--- src/rtl/clock_pkg.sv ---
// clock_pkg: BCD digit limits, countdown FSM states and load-value validation
package clock_pkg;

    localparam logic [3:0] HT_MAX    = 4'd2;
    localparam logic [3:0] HO_MAX    = 4'd9;
    localparam logic [3:0] HO_MAX_2X = 4'd3;
    localparam logic [3:0] MT_MAX    = 4'd5;
    localparam logic [3:0] MO_MAX    = 4'd9;

    typedef enum logic [1:0] {IDLE, RUN, PAUSED, DONE} cd_state_t;

    // A load is legal only as a real 24-hour time: 00:00..23:59
    function automatic logic bcd_load_ok(input logic [3:0] ht, ho, mt, mo);
        return (ht <= HT_MAX) && (ht == HT_MAX ? ho <= HO_MAX_2X : ho <= HO_MAX) &&
               (mt <= MT_MAX) && (mo <= MO_MAX);
    endfunction

endpackage

--- src/rtl/hhmm_countdown_timer_if.sv ---
// hhmm_countdown_timer_if: control strobes, load digits and displayed digits of the countdown timer
interface hhmm_countdown_timer_if;

    logic       sec_tick;
    logic       load;
    logic [3:0] ld_ht;
    logic [3:0] ld_ho;
    logic [3:0] ld_mt;
    logic [3:0] ld_mo;
    logic       start;
    logic       pause;
    logic [3:0] hours_tens;
    logic [3:0] hours_ones;
    logic [3:0] minutes_tens;
    logic [3:0] minutes_ones;
    logic       running;
    logic       done;
    logic       load_err;

    modport master (
        output sec_tick, load, ld_ht, ld_ho, ld_mt, ld_mo, start, pause,
        input  hours_tens, hours_ones, minutes_tens, minutes_ones, running, done, load_err
    );

    modport slave (
        input  sec_tick, load, ld_ht, ld_ho, ld_mt, ld_mo, start, pause,
        output hours_tens, hours_ones, minutes_tens, minutes_ones, running, done, load_err
    );

endinterface

--- src/rtl/bcd_digit_down.sv ---
// bcd_digit_down: one loadable BCD down-counting digit that wraps to wrap_val and borrows at 0
module bcd_digit_down (
    input  logic       clk,
    input  logic       rst,
    input  logic       en,
    input  logic       load,
    input  logic [3:0] ld_val,
    input  logic [3:0] wrap_val,
    output logic [3:0] digit,
    output logic       borrow
);

    logic [3:0] digit_q, digit_d;

    // Load overrides counting; counting at 0 wraps and raises borrow to the next digit
    always_comb begin
        digit_d = load ? ld_val : en ? (digit_q == 4'd0 ? wrap_val : digit_q - 4'd1) : digit_q;
        borrow  = en && digit_q == 4'd0;
    end

    // Digit register
    always_ff @(posedge clk or posedge rst) begin
        if (rst) digit_q <= 4'd0;
        else     digit_q <= digit_d;
    end

    assign digit = digit_q;

endmodule

--- src/rtl/hhmm_countdown_timer.sv ---
// hhmm_countdown_timer: HH:MM BCD countdown with minute prescaler, run/pause control and done pulse
module hhmm_countdown_timer #(
    parameter int TICKS_PER_MIN = 60
) (
    input logic clk,
    input logic rst,
    hhmm_countdown_timer_if.slave bus
);

    import clock_pkg::*;

    localparam logic [7:0] LAST = 8'(TICKS_PER_MIN - 1);

    cd_state_t  state_q, state_d;
    logic [7:0] presc_q, presc_d;
    logic       min_stb_q, min_stb_d;
    logic       running_q, running_d;
    logic       done_q, done_d;
    logic       load_err_q, load_err_d;
    logic       ld_ok, ld_go, in_run, dec, is_zero, is_one;
    logic [3:0] ht, ho, mt, mo;
    logic       mo_borrow, mt_borrow, ho_borrow, ht_borrow;

    // Next-state: load beats pause beats start beats the minute decrement
    always_comb begin
        ld_ok      = bcd_load_ok(bus.ld_ht, bus.ld_ho, bus.ld_mt, bus.ld_mo);
        ld_go      = bus.load && ld_ok;
        in_run     = state_q == RUN && !bus.load && !bus.pause;
        dec        = in_run && min_stb_q;
        is_zero    = {ht, ho, mt, mo} == 16'h0000;
        is_one     = {ht, ho, mt, mo} == 16'h0001;
        state_d    = state_q;
        presc_d    = presc_q;
        min_stb_d  = 1'b0;
        done_d     = 1'b0;
        load_err_d = bus.load && !ld_ok;
        if (bus.load) begin
            if (ld_ok) begin
                state_d = IDLE;
                presc_d = '0;
            end
        end else if (bus.pause) begin
            if (state_q == RUN) state_d = PAUSED;
        end else if (bus.start) begin
            if (state_q == IDLE) begin
                state_d = is_zero ? DONE : RUN;
                done_d  = is_zero;
                presc_d = '0;
            end else if (state_q == PAUSED) begin
                state_d = RUN;
            end
        end
        if (in_run && bus.sec_tick) begin
            presc_d   = presc_q == LAST ? '0 : presc_q + 8'd1;
            min_stb_d = presc_q == LAST;
        end
        if (dec && (is_one || ht_borrow)) begin
            state_d = DONE;
            done_d  = 1'b1;
        end
        running_d = state_d == RUN;
    end

    // FSM state, prescaler and registered status outputs
    always_ff @(posedge clk or posedge rst) begin
        if (rst) begin
            state_q    <= IDLE;
            presc_q    <= '0;
            min_stb_q  <= 1'b0;
            running_q  <= 1'b0;
            done_q     <= 1'b0;
            load_err_q <= 1'b0;
        end else begin
            state_q    <= state_d;
            presc_q    <= presc_d;
            min_stb_q  <= min_stb_d;
            running_q  <= running_d;
            done_q     <= done_d;
            load_err_q <= load_err_d;
        end
    end

    bcd_digit_down u_mo (.clk(clk), .rst(rst), .en(dec), .load(ld_go), .ld_val(bus.ld_mo),
                         .wrap_val(MO_MAX), .digit(mo), .borrow(mo_borrow));
    bcd_digit_down u_mt (.clk(clk), .rst(rst), .en(mo_borrow), .load(ld_go), .ld_val(bus.ld_mt),
                         .wrap_val(MT_MAX), .digit(mt), .borrow(mt_borrow));
    bcd_digit_down u_ho (.clk(clk), .rst(rst), .en(mt_borrow), .load(ld_go), .ld_val(bus.ld_ho),
                         .wrap_val(HO_MAX), .digit(ho), .borrow(ho_borrow));
    bcd_digit_down u_ht (.clk(clk), .rst(rst), .en(ho_borrow), .load(ld_go), .ld_val(bus.ld_ht),
                         .wrap_val(4'd0), .digit(ht), .borrow(ht_borrow));

    assign bus.hours_tens   = ht;
    assign bus.hours_ones   = ho;
    assign bus.minutes_tens = mt;
    assign bus.minutes_ones = mo;
    assign bus.running      = running_q;
    assign bus.done         = done_q;
    assign bus.load_err     = load_err_q;

endmodule

--- src/flat_wrapper.sv ---
// flat-port wrapper written by rule: the top's interface ports become plain ports
module hhmm_countdown_timer_flat import clock_pkg::*;
#(
    parameter int TICKS_PER_MIN = 60
)
  (clk, rst, bus_sec_tick, bus_load, bus_ld_ht, bus_ld_ho, bus_ld_mt, bus_ld_mo, bus_start, bus_pause, bus_hours_tens, bus_hours_ones, bus_minutes_tens, bus_minutes_ones, bus_running, bus_done, bus_load_err);
  hhmm_countdown_timer_if bus_i ();
  input logic clk;
  input logic rst;
  input wire logic [$bits(bus_i.sec_tick)-1:0] bus_sec_tick;
  input wire logic [$bits(bus_i.load)-1:0] bus_load;
  input wire logic [$bits(bus_i.ld_ht)-1:0] bus_ld_ht;
  input wire logic [$bits(bus_i.ld_ho)-1:0] bus_ld_ho;
  input wire logic [$bits(bus_i.ld_mt)-1:0] bus_ld_mt;
  input wire logic [$bits(bus_i.ld_mo)-1:0] bus_ld_mo;
  input wire logic [$bits(bus_i.start)-1:0] bus_start;
  input wire logic [$bits(bus_i.pause)-1:0] bus_pause;
  output wire logic [$bits(bus_i.hours_tens)-1:0] bus_hours_tens;
  output wire logic [$bits(bus_i.hours_ones)-1:0] bus_hours_ones;
  output wire logic [$bits(bus_i.minutes_tens)-1:0] bus_minutes_tens;
  output wire logic [$bits(bus_i.minutes_ones)-1:0] bus_minutes_ones;
  output wire logic [$bits(bus_i.running)-1:0] bus_running;
  output wire logic [$bits(bus_i.done)-1:0] bus_done;
  output wire logic [$bits(bus_i.load_err)-1:0] bus_load_err;
  assign bus_i.sec_tick = bus_sec_tick;
  assign bus_i.load = bus_load;
  assign bus_i.ld_ht = bus_ld_ht;
  assign bus_i.ld_ho = bus_ld_ho;
  assign bus_i.ld_mt = bus_ld_mt;
  assign bus_i.ld_mo = bus_ld_mo;
  assign bus_i.start = bus_start;
  assign bus_i.pause = bus_pause;
  assign bus_hours_tens = bus_i.hours_tens;
  assign bus_hours_ones = bus_i.hours_ones;
  assign bus_minutes_tens = bus_i.minutes_tens;
  assign bus_minutes_ones = bus_i.minutes_ones;
  assign bus_running = bus_i.running;
  assign bus_done = bus_i.done;
  assign bus_load_err = bus_i.load_err;
  hhmm_countdown_timer #(.TICKS_PER_MIN(TICKS_PER_MIN)) u_core (.clk(clk), .rst(rst), .bus(bus_i));
endmodule
--- config.mk ---
export PLATFORM = sky130hd
export DESIGN_NAME = hhmm_countdown_timer_flat
export DESIGN_NICKNAME = d
export VERILOG_FILES = /design/src/rtl/clock_pkg.sv /design/src/rtl/hhmm_countdown_timer_if.sv /design/src/rtl/bcd_digit_down.sv /design/src/rtl/hhmm_countdown_timer.sv /design/src/flat_wrapper.sv
export SDC_FILE = /design/constraint.sdc
export NUM_CORES = 1
export LEC_CHECK = 0
export BUFFER_PORTS_ARGS = -buffer_cell sky130_fd_sc_hd__buf_4
export CAP_MARGIN = 20
export CORE_MARGIN = 5
export CORE_UTILIZATION = 33
export CTS_CLUSTER_SIZE = 40
export DETAILED_ROUTE_END_ITERATION = 8
export SLEW_MARGIN = 20
export SYNTH_ARGS = -nofsm -noshare
export SYNTH_HDL_FRONTEND = slang
export SYNTH_HIERARCHICAL = 1
export SYNTH_SLANG_ARGS = --single-unit
--- constraint.sdc ---
create_clock -name clk -period 2.8 [get_ports clk]
set_input_delay 0.56 -clock clk [delete_from_list [all_inputs] [get_ports clk]]
set_output_delay 0.56 -clock clk [all_outputs]
set_load 0.005 [all_outputs]
## Yosys cells after proc, flatten, opt, wreduce, memory -nomap -nowiden

Cells that the tools add are included.

| word-level totals | value |
|---|---|
| register bits after elaboration | 30 |
| input port bits | 22 |
| output and inout bits | 19 |
| word-level logic and storage cells | 94 |

| cells by class | value |
|---|---|
| add/subtract/negate cells | 5 |
| order comparisons | 5 |
| eq/ne operators | 8 |
| mux-type cells | 35 |
| reductions and logical operators | 31 |

Operator list:

| cell | count |
|---|---|
| 8-bit two-way mux | 7 |
| 4-bit two-way mux | 12 |
| 2-bit two-way mux | 9 |
| 16-bit by 1-bit equality test with 1-bit output (second input constant) | 1 |
| 16-bit zero test | 1 |
| 4-bit zero test | 4 |
| 4-bit by 1-bit subtractor with 4-bit output (second input constant) | 4 |
| 1-bit logical AND | 14 |
| 8-bit by 1-bit adder with 8-bit output (second input constant) | 1 |
| 8-bit by 6-bit equality test with 1-bit output (second input constant) | 1 |
| 4-bit by 2-bit <= comparator with 1-bit output (second input constant) | 2 |
| 4-bit <= comparator (second input constant) | 2 |
| 2-bit nonzero test | 4 |
| 1-bit two-way mux | 7 |
| 3-bit nonzero test | 2 |
| 2-bit by 1-bit equality test with 1-bit output (second input constant) | 2 |
| 4-bit by 2-bit equality test with 1-bit output (second input constant) | 1 |
| 4-bit by 3-bit <= comparator with 1-bit output (second input constant) | 1 |
| 4-bit AND reduction | 1 |
| 1-bit zero test | 3 |
| 3-bit by 1-bit inequality test with 1-bit output (second input constant) | 1 |
| 3-bit by 2-bit inequality test with 1-bit output (second input constant) | 1 |
| 2-bit equality test (second input constant) | 1 |
| 2-bit zero test | 1 |
| 1-bit logical OR | 1 |

## Depth between registers and ports, before layout

| logic depth | value |
|---|---|
| depth after elaboration | 12 |
| mapped depth | 9 |
| depth with buffers taken out | 9 |

## Cells and area by module

Netlist, hierarchy kept.

By module, submodules not included:

| module | instances | cells an instance | area each (µm²) | sequential area each (µm²) |
|---|---|---|---|---|
| bcd_digit_down | 4 | 32 | 305.3 | 100.1 |
| hhmm_countdown_timer | 1 | 97 | 863.3 | 350.3 |

## Worst setup path after synthesis

No wires, ideal clock.

| timing path | value |
|---|---|
| kind | input to register |
| start | input port bus_load |
| end | register u_core.u_ht.digit_q[2] (netlist: u_core/u_ht/digit[2]) |
| library setup time | 0.125 ns |
| arrival time | 2.144 ns |
| required time | 2.675 ns |
| setup slack | 0.531 ns |
| stages on the path | 8 |
| buffers on the path | 0 |
| path through | nor3_1 -> and3_1 -> and2_2 -> and2_2 -> and2_2 -> a21bo_1 -> o21ai_1 -> mux2_2 |

| on the way | value |
|---|---|
| cells in the longest elaborated chain, start to end | 8 |
| elaborated cells on any way between the ends | 10 |
| classes of those cells | 1 x mux; 9 x reduce/logical |

RTL lines:

| item | line | text |
|---|---|---|
| from (decl) | flat_wrapper.sv:11 | `input wire logic [$bits(bus_i.load)-1:0] bus_load;` |
| 1-bit zero test | hhmm_countdown_timer.sv:28 | `in_run = state_q == RUN && !bus.load && !bus.pause;` |
| 1-bit logical AND (2 in series) | hhmm_countdown_timer.sv:28 |  |
| 1-bit logical AND | hhmm_countdown_timer.sv:29 | `dec = in_run && min_stb_q;` |
| named net u_core.dec | hhmm_countdown_timer.sv:20 | `logic ld_ok, ld_go, in_run, dec, is_zero, is_one;` |
| 1-bit logical AND | bcd_digit_down.sv:18 | `borrow = en && digit_q == 4'd0;` |
| named net u_core.mo_borrow | hhmm_countdown_timer.sv:22 | `logic mo_borrow, mt_borrow, ho_borrow, ht_borrow;` |
| 1-bit logical AND | bcd_digit_down.sv:18 |  |
| named net u_core.mt_borrow | hhmm_countdown_timer.sv:22 |  |
| 1-bit logical AND | bcd_digit_down.sv:18 |  |
| named net u_core.ho_borrow | hhmm_countdown_timer.sv:22 |  |
| 2-bit nonzero test (no source line) | -- |  |
| to (signal assigned) | bcd_digit_down.sv:24 | `else digit_q <= digit_d;` |
| to (decl) | bcd_digit_down.sv:13 | `logic [3:0] digit_q, digit_d;` |

The timed path passes the listed nets, and every way through them passes these cells.
A chain may end at the register's enable or synchronous reset.

## Worst setup path in the final report

| timing path | value |
|---|---|
| start | register u_core.u_mo.digit_q[0] (netlist: u_core/u_mo/digit[0]) |
| end | register u_core.state_q[1] |

| on the way | value |
|---|---|
| cells in the longest elaborated chain, start to end | 8 |
| elaborated cells on any way between the ends | 15 |
| classes of those cells | 1 x eq/ne; 6 x mux; 8 x reduce/logical |

RTL lines:

| item | line | text |
|---|---|---|
| from (decl) | bcd_digit_down.sv:13 |  |
| from (signal assigned) | bcd_digit_down.sv:24 |  |
| 4-bit zero test | bcd_digit_down.sv:18 |  |
| 1-bit logical AND | bcd_digit_down.sv:18 |  |
| named net u_core.mo_borrow | hhmm_countdown_timer.sv:22 |  |
| 1-bit logical AND | bcd_digit_down.sv:18 |  |
| named net u_core.mt_borrow | hhmm_countdown_timer.sv:22 |  |
| 1-bit logical AND | bcd_digit_down.sv:18 |  |
| named net u_core.ho_borrow | hhmm_countdown_timer.sv:22 |  |
| 1-bit logical AND | bcd_digit_down.sv:18 |  |
| named net u_core.ht_borrow | hhmm_countdown_timer.sv:22 |  |
| 1-bit logical OR | hhmm_countdown_timer.sv:57 | `if (dec && (is_one \|\| ht_borrow)) begin` |
| 1-bit logical AND | hhmm_countdown_timer.sv:57 |  |
| 2-bit two-way mux | hhmm_countdown_timer.sv:57 |  |
| named net u_core.state_d[1] | hhmm_countdown_timer.sv:14 | `cd_state_t state_q, state_d;` |
| to (signal assigned) | hhmm_countdown_timer.sv:74 | `state_q <= state_d;` |
| to (decl) | hhmm_countdown_timer.sv:14 |  |

The timed path passes the listed nets, and every way through them passes these cells.

==> run_results.csv <==
group,metric,value,unit
clock_network,post_cts_buffers,0,
critical_path,end_kind,"flip-flop",
final_layout,final_cell_mix,"buf_4, dfrtp_1, inv_1",
critical_path,r2r_end,"u_core/state_q[1]",
synthesis,synth_edf_count,0,
clock_network,cts_buffers,5,
sta,setup_tns,0,ns
sta,hold_viol,0,
detailed_routing,wl,5260,µm
critical_path,worstPathMaxFanout,7,
placed_design,finalWeightedCongestion,0.839,
sta,period_minus_slack,2.42,ns
pwr,switchingPower,556,µW
placed_design,dp_hpwl,4050,µm
critical_path,cp.required,2.98,ns
synthesis,yosys.area_share.adder,0.0300,
final_layout,layout.nets,311,
pwr,leakagePower,0.00121,µW
detailed_routing,via_per_inst,5.09,
final_layout,antennaDiodeCount,0,
sta,clock_skew,0.00366,ns
final_layout,filler_cell_count,632,
run_status,run_status,"complete, no violations",
synthesis,synth-xor-area-share,0,
detailed_routing,vias,1841,
final_layout,layout-drive-gt1-share,0.274,
placed_design,place_ws,0.396,ns
floorplanning,placementRows,29,
clock_network,cts_max_level,2,
detailed_routing,antenna_left,0,
critical_path,regToRegSetupSlack,0.38,ns
final_layout,multi_input_comb_area,1250,µm²
critical_path,cp-start-kind,"flip-flop",
final_layout,fin_util,0.423,
final_layout,synthToLayoutAreaGrowth,26.8,%
synthesis,ys_seq_area_frac,0.360,
detailed_routing,drt-initial-drc-count,66,
grt,grt_pass1_vias,1826,
synthesis,ys_seq_elements,30,
synthesis,synth_warnings,6,
grt,grt_pass1_wl,8830,µm
synthesis,synth-compound-area-share,0.244,
floorplanning,die-area,8010,µm²
clock_network,cts-resized-gates,0,
synthesis,synthSimpleGateAreaFrac,0.219,
critical_path,reg2reg_from,"u_core/u_mo/digit[0]",
synthesis,syn-cell-area,2080,µm²
sta,drv_slew,0,
final_layout,register_area,751,µm²
sta,finalSetupViolCount,0,
pwr,p_seq_frac,0.393,
synthesis,ys_async_sr_fraction,1.00,
critical_path,r2r_cells,9,
detailed_routing,wl_per_cell,14.5,µm
pwr,comb_power_share,0.336,
detailed_routing,dr.pass1.iters,4,
clock_network,clk_pin_slew_worst_paths,0.07,ns
synthesis,syn_inst,225,
grt,antenna_found_initial,0,
synthesis,synthMuxAreaShare,0.0792,
synthesis,synth_top_family_by_area,"compound AO/OA/AOI/OAI gates",
pwr,peakVddDrop,0.229,mV
sta,fin_crit_sh,0.866,
floorplanning,die_w,89.5,µm
pwr,p_sw_frac,0.343,
clock_network,ctsRootBufferMaster,"clkbuf_8",
floorplanning,die_h,89.5,µm
grt,grt_max_degree,21,
clock_network,clkSinkCount,30,
synthesis,avgSynthCellArea,9.26,µm²
grt,grt_use_total,0.145,
clock_network,cts_tree,"built",
final_layout,final_common_cell,"buf_4",
critical_path,critical_path_class,"reg -> reg",
sta,max-slew-margin-rel,0.621,
hold_path,min_path_type,"in -> async",
floorplanning,start_util,0.334,
pwr,power_density,613,nW/µm²
grt,grt_overflow,0,
sta,tightest_slew,0.565,ns
placed_design,io_buffers,40,
job,max_cap_viol_count,0,
sta,grt_setup_unrepaired,"no",
pwr,p_clk_frac,0.271,
pwr,total_power,1620,µW
clock_network,clockBufferDepth,2,
clock_network,worstSkewPairLatency,0.29,ns
synthesis,synth_ff_type,"dfrtp_1",
synthesis,synth_cell_types,42,
sta,clock.fmax,0.413,GHz
detailed_routing,drc,0,
sta,setup_ws,0.376,ns
clock_network,ctsHoldBuffers,0,
pwr,p_int,1060,µW
floorplanning,io_pins,41,
floorplanning,core,6240,µm²
critical_path,arrival,2.60,ns
cell usage after synthesis (5+ instances only):
cell | count | area [µm²]
a31oi_1 | 8 | 50.1
nand2b_1 | 5 | 31.3
o21ai_1 | 13 | 65.1
nor3b_1 | 8 | 60.1
nor2_1 | 10 | 37.5
mux2i_1 | 12 | 120
nor3_1 | 11 | 55.1
dfrtp_1 | 30 | 751
inv_1 | 27 | 101
nand2_1 | 8 | 30.0
buf_2 | 5 | 25.0
a21oi_1 | 9 | 45.0
o211ai_1 | 9 | 67.6
nand4_1 | 6 | 37.5
ha_1 | 5 | 62.6
nand3_1 | 6 | 30.0
kinds of logic (layout without fill, tap and decap cells):
group,count (synthesis),after routing
compound gates,67,67
fa+ha+maj,5,5
buf+inv,33,79
flops,30,30
mux,16,16
other cells,2,16
simple gates,72,72
state kept, by name, summed over array words and instances, names as in the netlist:
| name | count |
|---|---|
| u_core/min_stb_q | 1 |
| u_core/presc_q | 8 |
| u_core/u_mo/digit | 4 |
| u_core/u_ht/digit | 4 |
| u_core/state_q | 2 |
| u_core/u_mt/digit | 4 |
| u_core/bus.load_err | 1 |
| u_core/bus.done | 1 |
| u_core/u_ho/digit | 4 |
| u_core/bus.running | 1 |
critical path, stage by stage, from the launching register on:
cell and delay (ns):
dfrtp_1 0.45, inv_1 0.09, ha_1 0.25, nor3b_4 0.19
and2_2 0.25, and2_2 0.23, and2_2 0.22, and2_2 0.19
o2bb2ai_1 0.17, a211o_2 0.28
power by group through the flow:
stage / clock network, µW / registers [µW] / logic [µW]
4_1_cts: 450 / 637 / 548
3_3_place_gp: 0 / 644 / 545
5_1_grt: 483 / 650 / 610
6_report: 439 / 637 / 544
3_5_place_dp: 0 / 643 / 547
2_1_floorplan: 0 / 608 / 375
stage by stage:
step / cell area (µm²) / hold WS, ns / std cells
after floorplan: 2140 / 0.326 / 239
after global placement: 2530 / 0.492 / 354
after detailed placement: 2530 / 0.490 / 354
after CTS: 2640 / 0.194 / 362
after global routing: 2640 / 0.184 / 362
final: 2640 / 0.191 / 362
layer usage:
layer	share of wire	up-vias	routed length [µm]	track usage
met2	0.48	41	2520	0.231
met5	0	-	0	0
li1	-	928	-	-
met4	0.0072	0	38	0.0352
met1	0.45	868	2370	0.187
met3	0.064	4	337	0.0516
worst max-delay path by stage:
stage | start | end | cells past startpoint
2_1_floorplan | bus_load | u_core/u_ht/digit[2] | 8
3_3_place_gp | u_core/u_mo/digit[0] | u_core/bus.running | 9
3_5_place_dp | u_core/u_mo/digit[0] | u_core/bus.running | 9
4_1_cts | u_core/u_mo/digit[0] | u_core/bus.running | 9
5_1_grt | u_core/u_mo/digit[0] | u_core/bus.running | 9
6_report | u_core/u_mo/digit[0] | u_core/state_q[1] | 9
final cells by class:
cell class / count / area share
clock inverter: 3 / 0.0152
sequential: 30 / 0.284
multi-input combinational: 176 / 0.475
inverter: 27 / 0.0384
tap: 77 / 0.0365
clock buffer: 5 / 0.0260
timing repair buffer: 44 / 0.125
(Power assumes the default switching activity.)
